$ cat config.mk
export PLATFORM = sky130hd
export DESIGN_NAME = fft_bin_scaler_flat
export DESIGN_NICKNAME = d
export VERILOG_FILES = /design/src/rtl/fft_bin_scaler_pkg.sv /design/src/rtl/fft_bin_scaler_if.sv /design/src/rtl/fft_bin_scaler_peak_tracker.sv /design/src/rtl/fft_bin_scaler.sv /design/src/flat_wrapper.sv
export SDC_FILE = /design/constraint.sdc
export NUM_CORES = 1
export LEC_CHECK = 0
export BUFFER_PORTS_ARGS = -buffer_cell sky130_fd_sc_hd__buf_2
export CORE_AREA = 2 2 241 183
export CTS_BUF_LIST = sky130_fd_sc_hd__clkbuf_8
export CTS_CLUSTER_SIZE = 30
export DETAILED_ROUTE_END_ITERATION = 8
export DIE_AREA = 0 0 243 185
export GPL_TIMING_DRIVEN = 0
export PLACE_DENSITY = 0.42
export SLEW_MARGIN = 25
export SYNTH_ARGS = -nofsm -noshare
export SYNTH_HDL_FRONTEND = slang
export SYNTH_HIERARCHICAL = 1
export SYNTH_SLANG_ARGS = --single-unit
$ cat constraint.sdc
create_clock -name clk -period 9.7 [get_ports clk]
set_clock_uncertainty 0.05 [all_clocks]
set_input_delay 1.455 -clock clk [delete_from_list [all_inputs] [get_ports clk]]
set_output_delay 1.455 -clock clk [all_outputs]
set_load 0.1 [all_outputs]
$ cat src/rtl/fft_bin_scaler_pkg.sv
// Shared widths and frame-tracker state for the FFT bin scaler.
package fft_bin_scaler_pkg;

  localparam int IN_W_DEF    = 18;
  localparam int EXP_W_DEF   = 6;
  localparam int DEN_W_DEF   = 32;
  localparam int GAIN_W_DEF  = 8;
  localparam int FRAC_SH_DEF = 15;
  localparam int OUT_W_DEF   = 20;
  localparam int IDX_W_DEF   = 10;

  typedef enum logic {
    IDLE,
    IN_FRAME
  } trk_state_e;

endpackage

$ cat src/rtl/fft_bin_scaler_if.sv
// Sample-in / amplitude-out bundle of the FFT bin scaler, including the peak report.
interface fft_bin_scaler_if
  import fft_bin_scaler_pkg::*;
#(
  parameter int IN_W   = IN_W_DEF,
  parameter int EXP_W  = EXP_W_DEF,
  parameter int GAIN_W = GAIN_W_DEF,
  parameter int OUT_W  = OUT_W_DEF,
  parameter int IDX_W  = IDX_W_DEF
) ();

  logic                    in_valid;
  logic                    in_sop;
  logic                    in_eop;
  logic        [IN_W-1:0]  in_mag;
  logic signed [EXP_W-1:0] in_exp;
  logic        [GAIN_W-1:0] gain;

  logic                    out_valid;
  logic        [OUT_W-1:0] out_data;
  logic                    out_sat;
  logic                    out_sop;
  logic                    out_eop;
  logic                    pk_valid;
  logic        [OUT_W-1:0] pk_data;
  logic        [IDX_W-1:0] pk_idx;

  modport master (
    output in_valid, in_sop, in_eop, in_mag, in_exp, gain,
    input  out_valid, out_data, out_sat, out_sop, out_eop, pk_valid, pk_data, pk_idx
  );

  modport slave (
    input  in_valid, in_sop, in_eop, in_mag, in_exp, gain,
    output out_valid, out_data, out_sat, out_sop, out_eop, pk_valid, pk_data, pk_idx
  );

endinterface

$ cat src/rtl/fft_bin_scaler_peak_tracker.sv
// Frame tracker: follows sop/eop on the scaled stream and reports each frame's first maximum.
module fft_peak_tracker
  import fft_bin_scaler_pkg::*;
#(
  parameter int OUT_W = OUT_W_DEF,
  parameter int IDX_W = IDX_W_DEF
) (
  input  logic             clk,
  input  logic             rst_n,
  input  logic             s_valid,
  input  logic             s_sop,
  input  logic             s_eop,
  input  logic [OUT_W-1:0] s_data,
  output logic             pk_valid,
  output logic [OUT_W-1:0] pk_data,
  output logic [IDX_W-1:0] pk_idx
);

  trk_state_e       state_q, state_d;
  logic [IDX_W-1:0] cnt_q, cnt_d;
  logic [OUT_W-1:0] peak_q, peak_d;
  logic [IDX_W-1:0] pidx_q, pidx_d;
  logic             pk_valid_q, pk_valid_d;
  logic [OUT_W-1:0] pk_data_q, pk_data_d;
  logic [IDX_W-1:0] pk_idx_q, pk_idx_d;

  always_comb begin
    state_d    = state_q;
    cnt_d      = cnt_q;
    peak_d     = peak_q;
    pidx_d     = pidx_q;
    pk_valid_d = 1'b0;
    pk_data_d  = pk_data_q;
    pk_idx_d   = pk_idx_q;
    if (s_valid) begin
      // A new sop always restarts the frame, silently dropping any open one.
      if (s_sop) begin
        state_d = IN_FRAME;
        peak_d  = s_data;
        pidx_d  = '0;
        cnt_d   = IDX_W'(1);
      end else if (state_q == IN_FRAME) begin
        if (s_data > peak_q) begin
          peak_d = s_data;
          pidx_d = cnt_q;
        end
        cnt_d = cnt_q + IDX_W'(1);
      end
      if (s_eop && (s_sop || state_q == IN_FRAME)) begin
        pk_valid_d = 1'b1;
        pk_data_d  = peak_d;
        pk_idx_d   = pidx_d;
        state_d    = IDLE;
      end
    end
  end

  always_ff @(posedge clk or negedge rst_n) begin
    if (!rst_n) begin
      state_q    <= IDLE;
      cnt_q      <= '0;
      peak_q     <= '0;
      pidx_q     <= '0;
      pk_valid_q <= 1'b0;
      pk_data_q  <= '0;
      pk_idx_q   <= '0;
    end else begin
      state_q    <= state_d;
      cnt_q      <= cnt_d;
      peak_q     <= peak_d;
      pidx_q     <= pidx_d;
      pk_valid_q <= pk_valid_d;
      pk_data_q  <= pk_data_d;
      pk_idx_q   <= pk_idx_d;
    end
  end

  assign pk_valid = pk_valid_q;
  assign pk_data  = pk_data_q;
  assign pk_idx   = pk_idx_q;

endmodule

$ cat src/rtl/fft_bin_scaler.sv
// Block-floating-point bin to saturated fixed-point amplitude, 3-stage pipeline.
// Define FFT_BIN_SCALER_PEAK_EN to include the per-frame peak tracker.
module fft_bin_scaler
  import fft_bin_scaler_pkg::*;
#(
  parameter int IN_W    = IN_W_DEF,
  parameter int EXP_W   = EXP_W_DEF,
  parameter int DEN_W   = DEN_W_DEF,
  parameter int GAIN_W  = GAIN_W_DEF,
  parameter int FRAC_SH = FRAC_SH_DEF,
  parameter int OUT_W   = OUT_W_DEF,
  parameter int IDX_W   = IDX_W_DEF
) (
  input logic             clk,
  input logic             rst_n,
  fft_bin_scaler_if.slave bus
);

  localparam int PROD_W = DEN_W + GAIN_W;
  // Wide enough to hold the largest left shift before checking overflow.
  localparam int SH_W   = DEN_W + (1 << (EXP_W - 1));

  function automatic logic [DEN_W:0] denorm(input logic [IN_W-1:0] mag,
                                            input logic signed [EXP_W-1:0] e);
    logic [EXP_W-1:0] amt;
    logic [SH_W-1:0]  wide;
    logic             sat;
    logic [DEN_W-1:0] den;
    amt = $unsigned(e);
    if (e[EXP_W-1]) amt = ~amt + EXP_W'(1);
    if (e[EXP_W-1]) begin
      wide = SH_W'(mag) << amt;
      sat  = |wide[SH_W-1:DEN_W];
      den  = sat ? '1 : wide[DEN_W-1:0];
    end else begin
      sat = 1'b0;
      den = DEN_W'(mag >> amt);
    end
    return {sat, den};
  endfunction

  function automatic logic [OUT_W:0] clamp(input logic [PROD_W-1:0] prod, input logic sat);
    logic [PROD_W-1:0] sh;
    sh = prod >> FRAC_SH;
    if (sat || (|sh[PROD_W-1:OUT_W])) return {1'b1, {OUT_W{1'b1}}};
    return {1'b0, sh[OUT_W-1:0]};
  endfunction

  logic              vld_p0_q, vld_p0_d, sop_p0_q, sop_p0_d, eop_p0_q, eop_p0_d;
  logic [DEN_W-1:0]  den_p0_q, den_p0_d;
  logic              sat_p0_q, sat_p0_d;
  logic [GAIN_W-1:0] gain_p0_q, gain_p0_d;

  logic              vld_p1_q, vld_p1_d, sop_p1_q, sop_p1_d, eop_p1_q, eop_p1_d;
  logic [PROD_W-1:0] prod_p1_q, prod_p1_d;
  logic              sat_p1_q, sat_p1_d;

  logic              vld_p2_q, vld_p2_d, sop_p2_q, sop_p2_d, eop_p2_q, eop_p2_d;
  logic [OUT_W-1:0]  data_p2_q, data_p2_d;
  logic              osat_p2_q, osat_p2_d;

  always_comb begin
    // p0: denormalise
    vld_p0_d              = bus.in_valid;
    sop_p0_d              = bus.in_valid & bus.in_sop;
    eop_p0_d              = bus.in_valid & bus.in_eop;
    {sat_p0_d, den_p0_d}  = denorm(bus.in_mag, bus.in_exp);
    gain_p0_d             = bus.gain;
    // p1: gain multiply
    vld_p1_d              = vld_p0_q;
    sop_p1_d              = sop_p0_q;
    eop_p1_d              = eop_p0_q;
    prod_p1_d             = PROD_W'(den_p0_q) * PROD_W'(gain_p0_q);
    sat_p1_d              = sat_p0_q;
    // p2: fixed shift and clamp; output data holds across bubbles
    vld_p2_d              = vld_p1_q;
    sop_p2_d              = sop_p1_q;
    eop_p2_d              = eop_p1_q;
    data_p2_d             = data_p2_q;
    osat_p2_d             = osat_p2_q;
    if (vld_p1_q) {osat_p2_d, data_p2_d} = clamp(prod_p1_q, sat_p1_q);
  end

  always_ff @(posedge clk or negedge rst_n) begin
    if (!rst_n) begin
      vld_p0_q  <= 1'b0;
      sop_p0_q  <= 1'b0;
      eop_p0_q  <= 1'b0;
      vld_p1_q  <= 1'b0;
      sop_p1_q  <= 1'b0;
      eop_p1_q  <= 1'b0;
      vld_p2_q  <= 1'b0;
      sop_p2_q  <= 1'b0;
      eop_p2_q  <= 1'b0;
      data_p2_q <= '0;
      osat_p2_q <= 1'b0;
    end else begin
      vld_p0_q  <= vld_p0_d;
      sop_p0_q  <= sop_p0_d;
      eop_p0_q  <= eop_p0_d;
      vld_p1_q  <= vld_p1_d;
      sop_p1_q  <= sop_p1_d;
      eop_p1_q  <= eop_p1_d;
      vld_p2_q  <= vld_p2_d;
      sop_p2_q  <= sop_p2_d;
      eop_p2_q  <= eop_p2_d;
      data_p2_q <= data_p2_d;
      osat_p2_q <= osat_p2_d;
    end
  end

  always_ff @(posedge clk) begin
    den_p0_q  <= den_p0_d;
    sat_p0_q  <= sat_p0_d;
    gain_p0_q <= gain_p0_d;
    prod_p1_q <= prod_p1_d;
    sat_p1_q  <= sat_p1_d;
  end

  assign bus.out_valid = vld_p2_q;
  assign bus.out_data  = data_p2_q;
  assign bus.out_sat   = osat_p2_q;
  assign bus.out_sop   = sop_p2_q;
  assign bus.out_eop   = eop_p2_q;

`ifdef FFT_BIN_SCALER_PEAK_EN
  fft_peak_tracker #(
    .OUT_W (OUT_W),
    .IDX_W (IDX_W)
  ) u_peak (
    .clk      (clk),
    .rst_n    (rst_n),
    .s_valid  (vld_p2_q),
    .s_sop    (sop_p2_q),
    .s_eop    (eop_p2_q),
    .s_data   (data_p2_q),
    .pk_valid (bus.pk_valid),
    .pk_data  (bus.pk_data),
    .pk_idx   (bus.pk_idx)
  );
`else
  assign bus.pk_valid = 1'b0;
  assign bus.pk_data  = '0;
  assign bus.pk_idx   = IDX_W'(0);
`endif

endmodule

$ cat src/flat_wrapper.sv
// flat-port wrapper written by rule: the top's interface ports become plain ports
module fft_bin_scaler_flat import fft_bin_scaler_pkg::*;
#(
  parameter int IN_W    = IN_W_DEF,
  parameter int EXP_W   = EXP_W_DEF,
  parameter int DEN_W   = DEN_W_DEF,
  parameter int GAIN_W  = GAIN_W_DEF,
  parameter int FRAC_SH = FRAC_SH_DEF,
  parameter int OUT_W   = OUT_W_DEF,
  parameter int IDX_W   = IDX_W_DEF
)
  (clk, rst_n, bus_in_valid, bus_in_sop, bus_in_eop, bus_in_mag, bus_in_exp, bus_gain, bus_out_valid, bus_out_data, bus_out_sat, bus_out_sop, bus_out_eop, bus_pk_valid, bus_pk_data, bus_pk_idx);
  fft_bin_scaler_if #(.IN_W(IN_W), .EXP_W(EXP_W), .GAIN_W(GAIN_W), .OUT_W(OUT_W), .IDX_W(IDX_W)) bus_i ();
  input logic clk;
  input logic rst_n;
  input wire logic [$bits(bus_i.in_valid)-1:0] bus_in_valid;
  input wire logic [$bits(bus_i.in_sop)-1:0] bus_in_sop;
  input wire logic [$bits(bus_i.in_eop)-1:0] bus_in_eop;
  input wire logic [$bits(bus_i.in_mag)-1:0] bus_in_mag;
  input wire logic [$bits(bus_i.in_exp)-1:0] bus_in_exp;
  input wire logic [$bits(bus_i.gain)-1:0] bus_gain;
  output wire logic [$bits(bus_i.out_valid)-1:0] bus_out_valid;
  output wire logic [$bits(bus_i.out_data)-1:0] bus_out_data;
  output wire logic [$bits(bus_i.out_sat)-1:0] bus_out_sat;
  output wire logic [$bits(bus_i.out_sop)-1:0] bus_out_sop;
  output wire logic [$bits(bus_i.out_eop)-1:0] bus_out_eop;
  output wire logic [$bits(bus_i.pk_valid)-1:0] bus_pk_valid;
  output wire logic [$bits(bus_i.pk_data)-1:0] bus_pk_data;
  output wire logic [$bits(bus_i.pk_idx)-1:0] bus_pk_idx;
  assign bus_i.in_valid = bus_in_valid;
  assign bus_i.in_sop = bus_in_sop;
  assign bus_i.in_eop = bus_in_eop;
  assign bus_i.in_mag = bus_in_mag;
  assign bus_i.in_exp = bus_in_exp;
  assign bus_i.gain = bus_gain;
  assign bus_out_valid = bus_i.out_valid;
  assign bus_out_data = bus_i.out_data;
  assign bus_out_sat = bus_i.out_sat;
  assign bus_out_sop = bus_i.out_sop;
  assign bus_out_eop = bus_i.out_eop;
  assign bus_pk_valid = bus_i.pk_valid;
  assign bus_pk_data = bus_i.pk_data;
  assign bus_pk_idx = bus_i.pk_idx;
  fft_bin_scaler #(.IN_W(IN_W), .EXP_W(EXP_W), .DEN_W(DEN_W), .GAIN_W(GAIN_W), .FRAC_SH(FRAC_SH), .OUT_W(OUT_W), .IDX_W(IDX_W)) u_core (.clk(clk), .rst_n(rst_n), .bus(bus_i));
endmodule
* After elaboration in Yosys (flattened, before gate mapping)
Index checks and enable logic that the tools add are counted.
Storage, ports and cells: bits in registers 112, input bits 37, logic and storage cells 33
Cells by class: reductions and logical operators 3, multiplexer cells 7, $mul 1, shift operators 2, $add $sub $neg 1, bitwise operators 3
Operators by type and width (number):
- $mux 32 | 2
- $shl 18x6->64 | 1
- $mux 21 | 2
- $mul 32x8->40 | 1
- $reduce_or 32->1 | 1
- $shr 18x6->32 | 1
- $add 6x1->6 const B | 1
- $mux 6 | 1
- $not 6->6 | 1
- $reduce_or 5->1 | 1
- $and 1x1->1 | 2
- $mux 1 | 2
- $logic_or 1x1->1 | 1

* Logic depth before layout (Yosys ltp)
Gate-level depths: netlist of run 1.
depth in word-level cells 7, depth in mapped cells 20, gate-level depth less buffers 18

* Worst setup path before layout of run 1
OpenSTA, ideal clock, no wires.
path kind input to register, from in bus_in_exp[0], to reg u_core.den_p0_q[0], setup slack 4441 ps, data arrival time 5077 ps, library setup time 133 ps, cell stages on the path 16, required time 9517 ps, cells stage by stage clkbuf_1 > buf_2 > clkbuf_1 > inv_2 > buf_1 > ha_1 > nand2b_1 > xor2_2 > buf_2 > mux2i_1 > nand3_1 > nand3_1 > nand4_1 > nor4_2 > buf_2 > a21oi_1
On the way: longest elaborated chain between the ends 7
Ends and longest elaborated chain:
- from (decl) | RTL line flat_wrapper.sv:20 | input wire logic [$bits(bus_i.in_exp)-1:0] bus_in_exp;
- $not 6->6 | RTL line fft_bin_scaler.sv:30 | if (e[EXP_W-1]) amt = ~amt + EXP_W'(1);
- $add 6x1->6 | RTL line fft_bin_scaler.sv:30
- $mux 6 * | RTL line fft_bin_scaler.sv:30
- $shl 18x6->64 | RTL line fft_bin_scaler.sv:32 | wide = SH_W'(mag) << amt;
- $reduce_or 32->1 | RTL line fft_bin_scaler.sv:33 | sat = |wide[SH_W-1:DEN_W];
- $mux 32 | RTL line fft_bin_scaler.sv:34 | den = sat ? '1 : wide[DEN_W-1:0];
- $mux 32 * | RTL line fft_bin_scaler.sv:31 | if (e[EXP_W-1]) begin
- named net u_core.den_p0_d[0] | RTL line fft_bin_scaler.sv:50 | logic [DEN_W-1:0] den_p0_q, den_p0_d;
- to (signal assigned) | RTL line fft_bin_scaler.sv:113 | den_p0_q <= den_p0_d;
- to (decl) | RTL line fft_bin_scaler.sv:50
Mark *: on every way through the listed nets, which the timed path passes. The rest lies on a longest branch. A chain may end at the register's enable or synchronous reset.

* Worst setup path in the final report of run 1
from in bus_in_exp[0], to reg u_core.den_p0_q[30]
On the way: longest elaborated chain between the ends 7
Ends and longest elaborated chain (RTL line):
- $not 6->6 | fft_bin_scaler.sv:30
- $add 6x1->6 | fft_bin_scaler.sv:30
- $mux 6 * | fft_bin_scaler.sv:30
- $shl 18x6->64 | fft_bin_scaler.sv:32
- $reduce_or 32->1 | fft_bin_scaler.sv:33
- $mux 32 | fft_bin_scaler.sv:34
- $mux 32 * | fft_bin_scaler.sv:31
Every way passes the cells marked *; elsewhere a longest branch is shown, timed or not.

==> impl_results.md, run 1 <==
* Status: completed
* Vias at 10160
* First-pass GRT wire length at 61590 um
* DP Worst Slack at 2.798 ns
* Drt via density at 4.867
* Worst Hold Class: register to register
* Synth warn at 6
* Root Driver: clkbuf_8
* R2R depth at 17
* Drt wl/cell at 18.41 um
* EDFF count, synth at 0
* Final period util at 67.76%
* Ports at 92
* # Post-CTS Setup Buffers at 0
* Remaining Overflow, GRT at 0
* Yosys reg bits at 97
* Post-Synth XOR/XNOR Area at 2.127%
* Hold Path Depth at 0
* Worst R2R End: u_core/prod_p1_q[39]$_DFF_P_
* Max Cap Viol at 0
* Final WL at 38430 um
* Post-synthesis area per instance at 9.003 um^2
* Type of origin of the critical path: primary input
* WS Path Type: primary input to register
* Row cnt at 66
* Fmax at 152.1 MHz
* Final setup vio count at 0
* Starting Density at 29.57%
* Commonest non-fill, non-tap cells in the layout: and2_1, fa_1, inv_1, nand2_1, mux2i_1
* Clk_lat worst skew at 0.42 ns
* Total negative slack at 0 ns
* Post-route setup slack at 3.127 ns
* Async set-reset flop share out of synthesis at 30.93%
* Fin area at 0.01396 mm^2
* Dpl cell area at 0.01377 mm^2
* Largest family of logic cells by synthesized area: adder cells
* Core area at 0.04278 mm^2
* Total CTS buffers at 9
* PostCTS Resize Cnt at 0
* Share of layout cells above drive strength 1 at 8.820%
* Final Max Tran Viols at 0
* Fraction of the mapped netlist area in compound gates at 13.00%
* Port buffer count at 57
* Area delta synth->final at 10.36%
* Reg2reg start: u_core/gain_p0_q[3]$_DFF_P_
* Number of global-route vias before repair at 10620
* Hold_ws at 0.3085 ns
* Post-Synthesis Cells at 1405
* Die X at 243 um
* Final critical-path required period at 6.573 ns
* Post-Synth Adder-Cell Area at 34.07%
* Post-synth top flop: dfxtp_1
* Post-route DRC at 0
* Sequential fraction of the synthesis area at 16.54%
* Layout Utilization at 32.63%
* Slew @ Worst Pin at 0.9442 ns
* Largest net degree at the start of global routing at 31
* Worst reg-to-reg setup slack at 3.46 ns
* Final instance count without filler cells at 2087
* Power Dens Cells at 268.3 mW/mm^2
* Worst Path Required at 9.91 ns
* RSZ-0062 raised after global routing: false
* Worst setup EP type: register
* H-Tree Depth at 3
* Post-DRT Antenna Nets at 0
* Die Span Y at 185 um
* Simple-gate share of the synthesized area at 18.79%
* Commonest non-fill, non-tap cell in the layout: and2_1
* Worst vdd ir at 0.1357 mV
* Mux cell area share after synthesis at 6.706%
* Final Hold Fails at 0
* Layout Nets at 1777
* Worst Path Max Fanout at 10
* Synth Cell Area at 0.01265 mm^2
* CTS clk-pin slew, worst paths at 0.10 ns
* CP Data Arrival Time at 6.79 ns
* Hold Path Origin: u_core/eop_p1_q$_DFF_PN0_
* CTS Sinks at 97
* First drt pass iteration count at 7
* Slew headroom at 35.25%
* Max Root-Sink Buffers at 2
* HPWL Detailed at 32260 um
* TritonCTS clock tree: done
* Total power at 3.745 mW
* Placed cell count at 2070
* Worst hold endpoint: u_core/bus.out_eop$_DFF_PN0_
* Initial antenna violation count at 2
* Yosys cell types at 71
* Gr usage total at 17.92%
* Initial DRC count at 636
* Final GP Congestion at 0.9101
* Hold Buf Count CTS at 0
* Die Area at 0.04496 mm^2
* Leakage power at 6.514 nW
synthesized netlist by cell type, drive strengths merged (30+ instances only):
cell type,number,share of area (%)
nand2,115,3.4
o21ai,40,1.6
nor2,52,1.5
dfxtp,67,11
dfrtp,30,5.9
buf,52,2.7
a21oi,79,3.1
clkbuf,54,1.6
and2,205,10
ha,58,5.7
fa,179,28
mux2i,81,6.4
inv,149,4.4
area by class of cell:
cell class,count,area [um^2]
tap,578,723.2
antenna,1,2.502
multi-input combinational,1083,9564
clock buffer,9,123.9
fill,4634,28820
inverter,149,559.3
buffer,106,546.8
timing repair buffer,57,285.3
clock inverter,7,62.56
sequential,97,2092
routing by layer:
metal / global-route usage [%] / part of all wire [%]
met5: 0 / 0
met2: 27.04 / 42
met4: 3.043 / 0.75
met3: 2.782 / 4.7
met1: 27.12 / 52
cells by family after synthesis:
family          Yosys count
flops                    97
fa+ha+maj               237
xor+xnor                 29
mux                      84
simple gates            450
compound gates          252
buf+inv                 255
other cells               1
critical path, stage by stage:
cell	delay, ns
clkbuf_1	0.33
buf_2	0.38
clkbuf_1	0.37
inv_2	0.22
buf_1	0.31
ha_1	0.37
nand2b_1	0.25
xor2_2	0.48
buf_2	0.36
mux2i_1	0.56
nand2_1	0.27
o22ai_1	0.25
o21ai_1	0.11
nor4_2	0.60
buf_2	0.34
a21oi_1	0.14
registers in the layout (all words and copies together) (netlist names):
register,flops
u_core/den_p0_q,32
u_core/prod_p1_q,25
u_core/bus.out_data,20
u_core/gain_p0_q,8
u_core/bus.out_eop,1
u_core/bus.out_sat,1
u_core/bus.out_sop,1
u_core/bus.out_valid,1
u_core/eop_p0_q,1
u_core/eop_p1_q,1
u_core/sat_p0_q,1
u_core/sat_p1_q,1
u_core/sop_p0_q,1
u_core/sop_p1_q,1
u_core/vld_p0_q,1
u_core/vld_p1_q,1
report_power, final:
part,total [mW],leakage (nW),internal [mW],switching [mW]
clock network,0.259,0.0919,0.0973,0.162
registers,0.606,0.867,0.527,0.0788
logic,2.88,5.56,1.15,1.73
how the worst max path moves through the flow:
stage,startpoint,end,slack [ns],depth (start not counted)
3_3_place_gp,bus_in_exp[0],u_core/den_p0_q[29]$_SDFF_PN0_,2.60,16
2_1_floorplan,bus_in_exp[0],u_core/den_p0_q[0]$_DFF_P_,4.44,16
4_1_cts,bus_in_exp[0],u_core/den_p0_q[29]$_SDFF_PN0_,3.26,16
3_5_place_dp,bus_in_exp[0],u_core/den_p0_q[29]$_SDFF_PN0_,2.80,16
5_1_grt,bus_in_exp[0],u_core/den_p0_q[29]$_SDFF_PN0_,2.67,16
6_report,bus_in_exp[0],u_core/den_p0_q[30]$_SDFF_PN0_,3.13,16
(Power assumes the default switching activity.)
==> inputs of run 2 (changes only) <==
PLACE_DENSITY = 0.44   (was 0.42)
clock period = 6 ns   (was 9.7 ns; I/O delays follow)
==> run 2 against run 1 <==
Effect of this change:
- via count hardly changed
- final cell count hardly changed
- critical path depth is 2 higher
- core utilization is 0.35 points higher
- sequential power is 62% higher
- routed wire length is 2.3% lower
- global-route usage is 0.33 points lower
- non-clock buffer count is 1 lower
- die area stayed put
- combinational power is 62% higher
- sequential share of layout area is 0.15 points lower
- critical path type is now register to register
- critical endpoint is now u_core/prod_p1_q[37]$_DFF_P_
==> impl_results.md, run 2 (same netlist as run 1, synthesis figures left out) <==
* Status: completed
* Initial antenna violation count at 0 (-2)
* Layout Nets at 1776 (-0.056%)
* Gr usage total at 17.59% (-0.33 points)
* # diodes at 0 (-1)
* Die Span Y at 185 um (unchanged)
* CP Launch Point: u_core/gain_p0_q[6]$_DFF_P_
* Final GP Congestion at 0.9203 (+1.1%)
* Comb pwr share at 75.4% (-1.5 points)
* Root Driver: clkbuf_8
* Clk_lat worst skew at 0.41 ns (about the same)
* HPWL Detailed at 31360 um (-2.8%)
* Port buffer count at 57 (unchanged)
* R2R depth at 18 (+1)
* Final instance count without filler cells at 2085 (-0.096%)
* Slew @ Worst Pin at 0.8722 ns (-0.07199 ns)
* Reg2reg start: u_core/gain_p0_q[6]$_DFF_P_
* Share of layout cells above drive strength 1 at 10.42% (+1.6 points)
* Final Hold Fails at 0 (unchanged)
* Drt wl/cell at 18.00 um (-2.2%)
* Die X at 243 um (unchanged)
* Number of flip-flops in the largest register at 32 (unchanged)
* Ports at 92 (unchanged)
* Core area at 0.04278 mm^2 (unchanged)
* Hold_ws at 0.3060 ns (-0.002503 ns)
* Reg power frac at 15.8% (-0.4 points)
* Worst vdd ir at 0.2093 mV (+54%)
* RSZ-0062 raised after global routing: true
* Final setup vio count at 0 (unchanged)
* Worst Path Max Fanout at 10 (unchanged)
* Most flops, register: u_core/den_p0_q
* WS Path Type: register to register
* Final WL at 37540 um (-2.3%)
* Hold Path Origin: u_core/eop_p1_q$_DFF_PN0_
* Switching share of total power at 51.52% (-1.0 points)
* Worst Path Required at 6.30 ns (-3.61 ns)
* Worst R2R End: u_core/prod_p1_q[37]$_DFF_P_
* Vias at 10160 (-0.020%)
* Placed cell count at 2070 (unchanged)
* Total negative slack at 0 ns (unchanged)
* Die Area at 0.04496 mm^2 (unchanged)
* Row cnt at 66 (unchanged)
* Post-DRT Antenna Nets at 0 (unchanged)
* Fill cells at 4662 (+0.60%)
* Drt via density at 4.871 (about the same)
* # Post-CTS Setup Buffers at 0 (unchanged)
* Worst hold endpoint: u_core/bus.out_eop$_DFF_PN0_
* Starting Density at 29.57% (unchanged)
* Max Root-Sink Buffers at 2 (unchanged)
* Final Max Tran Viols at 0 (unchanged)
* Slew headroom at 40.19% (+4.9 points)
* Hold Path Depth at 0 (unchanged)
* Total power at 6.214 mW (+66%)
* Fmax at 173.9 MHz
* Power Dens Cells at 440.5 mW/mm^2 (+64%)
* Fin area at 0.01411 mm^2 (+1.1%)
* Largest net degree at the start of global routing at 31 (unchanged)
* Post-route DRC at 0 (unchanged)
* Worst reg-to-reg setup slack at 0.25 ns (-3.21 ns)
* Max Cap Viol at 0 (unchanged)
* Final critical-path required period at 5.750 ns
* CP Data Arrival Time at 6.05 ns (-0.74 ns)
* Number of global-route vias before repair at 10540 (-0.73%)
* First drt pass iteration count at 5 (-2)
* Worst setup EP type: register
* First-pass GRT wire length at 60940 um (-1.1%)
* CTS Sinks at 97 (unchanged)
* Clock share of power at 8.9% (+2.0 points)
* TritonCTS clock tree: done
* Final period util at 95.84%
* P_int at 3.013 mW (+70%)
* Commonest non-fill, non-tap cells in the layout: and2_1, fa_1, inv_1, nand2_1
* Worst Hold Class: register to register
* Total CTS buffers at 9 (unchanged)
* Initial DRC count at 547 (-14%)
* Switching pwr at 3.202 mW (+63%)
* Commonest non-fill, non-tap cell in the layout: and2_1
* CTS clk-pin slew, worst paths at 0.11 ns (about the same)
* Type of origin of the critical path: register
* H-Tree Depth at 3 (unchanged)
* Area delta synth->final at 11.53%
* Dpl cell area at 0.01377 mm^2 (unchanged)
* Leakage power at 6.617 nW (+1.6%)
* Remaining Overflow, GRT at 0 (unchanged)
==> run 2: changes by cell type in the layout (fill, tap and decap cells not counted), sizes merged <==
cell and delta:
buf +7, inv -1, diode -1, clkbuf -7
bufinv +3, clkinv -2, clkinvlp -1
==> run 2: what timing repair did <==
item | in CTS | in global routing
gates resized for setup | 5 | 59
cloned | 0 | 0
endpoints found under the setup margin | 10 | 41
hold buffers | 0 | 0
pin swaps | 0 | 0
==> run 2: how the worst max path moves through the flow <==
stage | depth (start not counted) | end | slack, ns
floorplan | 18 | u_core/prod_p1_q[37]$_DFF_P_ | 0.86
CTS | 16 | u_core/prod_p1_q[37]$_DFF_P_ | 0.02
global route | 18 | u_core/prod_p1_q[37]$_DFF_P_ | -0.01
global placement | 16 | u_core/den_p0_q[30]$_SDFF_PN0_ | -0.32
detailed placement | 17 | u_core/prod_p1_q[39]$_DFF_P_ | -0.18
finish | 18 | u_core/prod_p1_q[37]$_DFF_P_ | 0.25
==> run 2: per-layer routing <==
layer / global-route usage [%] / up-vias / routed length, um
met3: 3.912 / 11 / 2162
met1: 25.84 / 5142 / 18990
li1: - / 4782 / -
met5: 0 / - / 0
met2: 27.06 / 220 / 16140
met4: 2.037 / 0 / 246
==> run 2: final cells by class <==
type | instances | area, um^2 | share of cell area, %
Sequential cell | 97 | 2093 | 14.84
Clock inverter | 6 | 112.6 | 0.7982
Timing Repair Buffer | 57 | 285.3 | 2.022
Buffer | 105 | 589.3 | 4.177
Tap cell | 578 | 723.2 | 5.126
Multi-Input combinational cell | 1083 | 9608 | 68.10
Clock buffer | 10 | 137.6 | 0.9755
Inverter | 149 | 559.3 | 3.964
==> run 2: power groups by stage <==
stage / clock network (mW) / logic, mW / registers [mW]
global route: 0.594 / 5.36 / 1.00
CTS: 0.574 / 4.71 / 0.983
finish: 0.551 / 4.68 / 0.979
global placement: 0 / 4.67 / 0.997
floorplan: 0 / 3.38 / 1.14
detailed placement: 0 / 4.67 / 0.998
==> run 2: critical path: stages (launching register included) <==
cell	delay [ns]
dfxtp_1	0.44
clkbuf_2	0.28
and2_1	0.19
fa_1	0.44
fa_1	0.48
fa_1	0.50
inv_1	0.05
fa_1	0.47
inv_1	0.04
ha_1	0.34
and3_1	0.24
a31oi_1	0.16
o21ai_0	0.14
a221o_1	0.38
a31o_2	0.24
clkbuf_1	0.21
a2111o_1	0.49
or4_1	0.42
nand4_1	0.11
==> run 2: through the flow <==
step                setup WS (ns)  util [%]
global placement          -0.3250     32.19
CTS                       0.01718     32.80
global route             -0.01209     32.98
finish                     0.2497     32.98
floorplan                  0.8562         -
detailed placement        -0.1791     32.19
